<file path="src/rtl/bomb_timer_ctrl_if.sv">
// Signal bundle between the bomb fuse controller, game logic and the BCD fuse counter.
// master = game logic / fuse-counter side, slave = bomb_timer_ctrl.
interface bomb_timer_ctrl_if;
  logic       place_req;
  logic       force_det;
  logic       pause;
  logic       cnt_tc;
  logic       cnt_loadN;
  logic       cnt_en1;
  logic       cnt_en2;
  logic       place_ack;
  logic       bomb_active;
  logic       exploding;
  logic       explode_start;
  logic [1:0] state;

  modport master (
    output place_req, force_det, pause, cnt_tc,
    input  cnt_loadN, cnt_en1, cnt_en2, place_ack, bomb_active, exploding,
           explode_start, state
  );

  modport slave (
    input  place_req, force_det, pause, cnt_tc,
    output cnt_loadN, cnt_en1, cnt_en2, place_ack, bomb_active, exploding,
           explode_start, state
  );
endinterface

</file>
<file path="src/rtl/bomb_timer_ctrl.sv">
// Bomb fuse sequencer: IDLE -> ARM -> COUNT -> BLAST, driving a BCD down counter.
// Define BOMB_FORCE_DET_EN to let force_det cut the fuse short during COUNT.
module bomb_timer_ctrl #(
  parameter int TICK_DIV    = 50_000_000,
  parameter int BLAST_TICKS = 2
) (
  input  logic              clk,
  input  logic              reset,
  bomb_timer_ctrl_if.slave  bus
);
  localparam int PW = $clog2(TICK_DIV);
  localparam int BW = $clog2(BLAST_TICKS + 1);
  localparam logic [PW-1:0] PRE_LAST   = PW'(TICK_DIV - 1);
  localparam logic [BW-1:0] BLAST_LAST = BW'(BLAST_TICKS - 1);

  typedef enum logic [1:0] {
    IDLE  = 2'd0,
    ARM   = 2'd1,
    COUNT = 2'd2,
    BLAST = 2'd3
  } state_t;

  state_t        state_reg, state_next;
  logic [PW-1:0] pre_reg, pre_next;
  logic [BW-1:0] blast_reg, blast_next;
  logic          blast_seen_reg;

  logic det;
  logic wrap;
  logic exit_count;
  logic load_n;
  logic en1;
  logic en2;
  logic ack;

`ifdef BOMB_FORCE_DET_EN
  assign det = bus.force_det;
`else
  logic unused_force_det;
  assign unused_force_det = bus.force_det;
  assign det = 1'b0;
`endif

  assign wrap       = (pre_reg == PRE_LAST) && !bus.pause;
  assign exit_count = (state_reg == COUNT) && !bus.pause && (bus.cnt_tc || det);

  always_ff @(posedge clk) begin
    if (reset) begin
      state_reg      <= IDLE;
      pre_reg        <= '0;
      blast_reg      <= '0;
      blast_seen_reg <= 1'b0;
    end else begin
      state_reg      <= state_next;
      pre_reg        <= pre_next;
      blast_reg      <= blast_next;
      blast_seen_reg <= (state_reg == BLAST);
    end
  end

  always_comb begin
    state_next = state_reg;
    pre_next   = pre_reg;
    blast_next = blast_reg;
    load_n     = 1'b1;
    en1        = 1'b0;
    en2        = 1'b0;
    ack        = 1'b0;
    case (state_reg)
      IDLE: begin
        if (bus.place_req) state_next = ARM;
      end
      ARM: begin
        load_n     = 1'b0;
        ack        = 1'b1;
        pre_next   = '0;
        state_next = COUNT;
      end
      COUNT: begin
        en2 = !bus.pause;
        // Exit suppresses the strobe so the counter never wraps 00 -> 99.
        if (exit_count) begin
          state_next = BLAST;
          pre_next   = '0;
        end else if (!bus.pause) begin
          en1      = wrap;
          pre_next = wrap ? '0 : pre_reg + PW'(1);
        end
      end
      BLAST: begin
        if (!bus.pause) begin
          pre_next = wrap ? '0 : pre_reg + PW'(1);
          if (wrap) begin
            if (blast_reg == BLAST_LAST) begin
              state_next = IDLE;
              blast_next = '0;
            end else begin
              blast_next = blast_reg + BW'(1);
            end
          end
        end
      end
      default: state_next = IDLE;
    endcase
  end

  assign bus.cnt_loadN     = load_n;
  assign bus.cnt_en1       = en1;
  assign bus.cnt_en2       = en2;
  assign bus.place_ack     = ack;
  assign bus.bomb_active   = (state_reg == ARM) || (state_reg == COUNT);
  assign bus.exploding     = (state_reg == BLAST);
  assign bus.explode_start = (state_reg == BLAST) && !blast_seen_reg;
  assign bus.state         = state_reg;
endmodule

</file>
<file path="src/flat_wrapper.sv">
// flat-port wrapper written by rule: the top's interface ports become plain ports
module bomb_timer_ctrl_flat 
#(
  parameter int TICK_DIV    = 50_000_000,
  parameter int BLAST_TICKS = 2
)
  (clk, reset, bus_place_req, bus_force_det, bus_pause, bus_cnt_tc, bus_cnt_loadN, bus_cnt_en1, bus_cnt_en2, bus_place_ack, bus_bomb_active, bus_exploding, bus_explode_start, bus_state);
  bomb_timer_ctrl_if bus_i ();
  input  logic clk;
  input  logic reset;
  input wire logic [$bits(bus_i.place_req)-1:0] bus_place_req;
  input wire logic [$bits(bus_i.force_det)-1:0] bus_force_det;
  input wire logic [$bits(bus_i.pause)-1:0] bus_pause;
  input wire logic [$bits(bus_i.cnt_tc)-1:0] bus_cnt_tc;
  output wire logic [$bits(bus_i.cnt_loadN)-1:0] bus_cnt_loadN;
  output wire logic [$bits(bus_i.cnt_en1)-1:0] bus_cnt_en1;
  output wire logic [$bits(bus_i.cnt_en2)-1:0] bus_cnt_en2;
  output wire logic [$bits(bus_i.place_ack)-1:0] bus_place_ack;
  output wire logic [$bits(bus_i.bomb_active)-1:0] bus_bomb_active;
  output wire logic [$bits(bus_i.exploding)-1:0] bus_exploding;
  output wire logic [$bits(bus_i.explode_start)-1:0] bus_explode_start;
  output wire logic [$bits(bus_i.state)-1:0] bus_state;
  assign bus_i.place_req = bus_place_req;
  assign bus_i.force_det = bus_force_det;
  assign bus_i.pause = bus_pause;
  assign bus_i.cnt_tc = bus_cnt_tc;
  assign bus_cnt_loadN = bus_i.cnt_loadN;
  assign bus_cnt_en1 = bus_i.cnt_en1;
  assign bus_cnt_en2 = bus_i.cnt_en2;
  assign bus_place_ack = bus_i.place_ack;
  assign bus_bomb_active = bus_i.bomb_active;
  assign bus_exploding = bus_i.exploding;
  assign bus_explode_start = bus_i.explode_start;
  assign bus_state = bus_i.state;
  bomb_timer_ctrl #(.TICK_DIV(TICK_DIV), .BLAST_TICKS(BLAST_TICKS)) u_core (.clk(clk), .reset(reset), .bus(bus_i));
endmodule
</file>
<file path="config.mk">
export PLATFORM = sky130hd
export DESIGN_NAME = bomb_timer_ctrl_flat
export DESIGN_NICKNAME = d
export VERILOG_FILES = /design/src/rtl/bomb_timer_ctrl_if.sv /design/src/rtl/bomb_timer_ctrl.sv /design/src/flat_wrapper.sv
export SDC_FILE = /design/constraint.sdc
export NUM_CORES = 1
export LEC_CHECK = 0
export CAP_MARGIN = 0
export CORE_ASPECT_RATIO = 1.5
export CORE_UTILIZATION = 54
export CTS_CLUSTER_DIAMETER = 60
export DETAILED_ROUTE_END_ITERATION = 7
export PLACE_DENSITY = 0.75
export SLEW_MARGIN = 0
export SYNTH_ARGS = -nofsm -noshare
export SYNTH_HDL_FRONTEND = slang
export SYNTH_SLANG_ARGS = --single-unit
</file>
<file path="constraint.sdc">
create_clock -name clk -period 2.5 [get_ports clk]
set_input_delay 0.5 -clock clk [delete_from_list [all_inputs] [get_ports clk]]
set_output_delay 0.5 -clock clk [all_outputs]
set_load 0.01 [all_outputs]
</file>
==> results.py <==
metrics = {
    "status": {
        "outcome": "finished, final reports clean",
    },
    "clock_tree": {
        "htree_num_levels": 2,
        "clock_path_buffers": 2,
        "cts_tree": "yes",
        "cts_made_buffers": 5,
        "cts_setup_buffers": 0,
        "clock_latency_ns": 0.28,
        "postCtsResizedCells": 1,
        "clk_pin_slew_ns": 0.07,
        "cts_sinks": 31,
        "clockRootBuffer": "clkbuf_8",
        "cts_hold_buf": 0,
    },
    "place": {
        "place_inst": 311,
        "place_area_um2": 2250,
        "place_ws_ns": -0.122,
        "numPortBuffers": 13,
        "dp_hpwl_um": 3360,
        "place.gp.congestion": 0.860,
    },
    "routing": {
        "ant_nets": 0,
        "drc": 0,
        "firstDrtPassIters": 4,
        "routedWlPerCell_um": 14.6,
        "drt_iter0_drc": 75,
        "wirelength_um": 4650,
        "avgViaCountPerCell": 6.06,
        "route.vias.total": 1927,
    },
    "synth": {
        "syn_inst": 243,
        "syn_avg_cell_area_um2": 7.92,
        "yosysWarnings": 0,
        "synth_seq_area_share": 0.322,
        "synthFlopType": "dfxtp_1",
        "synth_area_um2": 1930,
        "ys_seq_elements": 31,
        "synth_edf_count": 0,
        "async_flop_share": 0,
        "syn-num-nets": 255,
        "ys_types": 43,
    },
    "die": {
        "design.die.area_um2": 3810,
        "ios": 15,
        "die_x_um": 50.8,
        "start_util": 0.564,
        "dieHeight_um": 75.1,
        "core_um2": 3420,
        "rows": 26,
    },
    "setup_path": {
        "cp_data_required_time_ns": 2.00,
        "crit_arrival_ns": 1.91,
        "worstSetupPathType": "reg2out",
        "endpoint_kind": "output port",
        "worstSetupStartpointType": "register",
        "cp_max_fo": 2,
    },
    "global_route": {
        "grt_usage": 0.269,
        "grt_max_degree": 34,
        "grt_first_pass_wirelength_um": 7890,
        "antenna_found_initial": 0,
        "overflow": 0,
        "grt_pass1_vias": 1855,
    },
    "layout": {
        "largest_reg_flops": 26,
        "area_growth_pct": 21.6,
        "finalInstanceArea_um2": 2340,
        "drive_gt1_frac": 0.141,
        "fin_nets": 288,
        "finalNonFillerCells": 318,
        "utilization": 0.685,
        "antenna_cells": 0,
        "nFillCells": 298,
    },
    "flow_run": {
        "maxCapViolations": 0,
    },
    "power_and_ir_drop": {
        "pwr-share-comb": 0.413,
        "swShare": 0.361,
        "ir_worst_vdd_mv": 0.649,
        "power.share.clock": 0.254,
        "seqPwrFrac": 0.332,
        "switching_power_mw": 0.577,
        "leakagePower_nw": 0.793,
        "p_int_mw": 1.02,
        "powerDensity_nw_per_um2": 683,
        "finalPower_mw": 1.60,
    },
    "sta": {
        "whs_ns": 0.499,
        "final.setup.tns_ns": 0,
        "slew_viol_final": 0,
        "finClkSkew_ns": 0.00632,
        "worstMarginPinSlew_ns": 0.463,
        "min_period_ns": 2.41,
        "max_slew_margin": 0.691,
        "fin_crit_sh": 0.963,
        "finalHoldViolations": 0,
        "setup_viol": 0,
        "fmax_mhz": 415,
        "rsz0062_at_grt": "false",
        "fin_ws_ns": 0.0921,
    },
    "min_path": {
        "hp-class": "reg2reg",
    },
}
[power groups by stage]
stage | clock (mW) | sequential, mW | combinational [mW]
after global placement | 0 | 0.543 | 0.662
after global routing | 0.435 | 0.535 | 0.724
final | 0.407 | 0.532 | 0.661
after floorplan | 0 | 0.547 | 0.389
after CTS | 0.411 | 0.532 | 0.669
after detailed placement | 0 | 0.544 | 0.667
[Yosys cell counts, drive strengths merged, types with 6 or more instances]
cell    number  area, um2
nand2       37        139
dfxtp       31        621
nand3       23        115
a31oi       21        131
nor2        16       60.1
or3         16        100
nand4       11       68.8
clkbuf       8       30.0
nand3b       7       52.6
ha           6       75.1
nand2b       6       37.5
[per-layer routing]
layer	global-route usage	routed length (um)	vias to the layer above
met5	0	0	-
met4	0.0988	59	0
met3	0.0566	138	6
met2	0.496	2440	30
met1	0.301	2010	911
li1	-	-	980
[cells in the final DEF, fill, tap and decap left out, types with 2 or more instances in the layout]
cell	n
a21o_1	2
a21oi_1	4
a22oi_1	2
a31oi_1	21
and3_1	2
and3b_1	2
buf_4	25
clkbuf_8	6
clkdlybuf4s50_1	12
dfxtp_1	31
ha_1	6
inv_1	4
mux2i_1	2
nand2_1	37
nand2b_1	6
nand3_1	23
nand3b_1	7
nand4_1	11
nor2_1	16
nor2b_1	4
nor4_1	3
nor4_4	2
o211ai_1	3
o21ai_0	2
o311ai_0	2
or2_0	2
or3_1	16
or4_1	5
[worst max-delay path, stage by stage, from the launching register on]
cell and delay, ns:
dfxtp_1 0.32, or4b_4 0.56, nor4_4 0.29, and3_1 0.20
dlygate4sd2_1 0.26
[cells by family after synthesis]
family,share of synthesized area
DFF,0.322
and+or+nand+nor,0.419
buffers and inverters,0.0396
adders and majority gates,0.0390
AOI/OAI and AO/OA,0.165
xor gates and xnor gates,0.00455
muxes,0.0104
[worst paths after layout]
kind | end | cells after the start | slack, ns | start
max | bus_cnt_en1 | 4 | 0.09 | u_core.pre_reg[11]
min | u_core.blast_reg[1] | 1 | 0.50 | u_core.blast_reg[1]
max reg2reg | u_core.pre_reg[16] | 7 | 0.21 | u_core.pre_reg[1]
min reg2reg | u_core.blast_reg[1] | 1 | 0.50 | u_core.blast_reg[1]
[area by class of cell]
class / instances / area [um2] / area share
flip-flops and latches: 31 / 621 / 0.265
multi-input cells: 195 / 1230 / 0.525
repair buffers: 39 / 337 / 0.144
clock inverters: 1 / 5.00 / 0.00214
well taps: 42 / 52.6 / 0.0224
clock buffers: 6 / 82.6 / 0.0353
inverters: 4 / 15.0 / 0.00641
No activity file was read; power rests on OpenSTA's default activity.
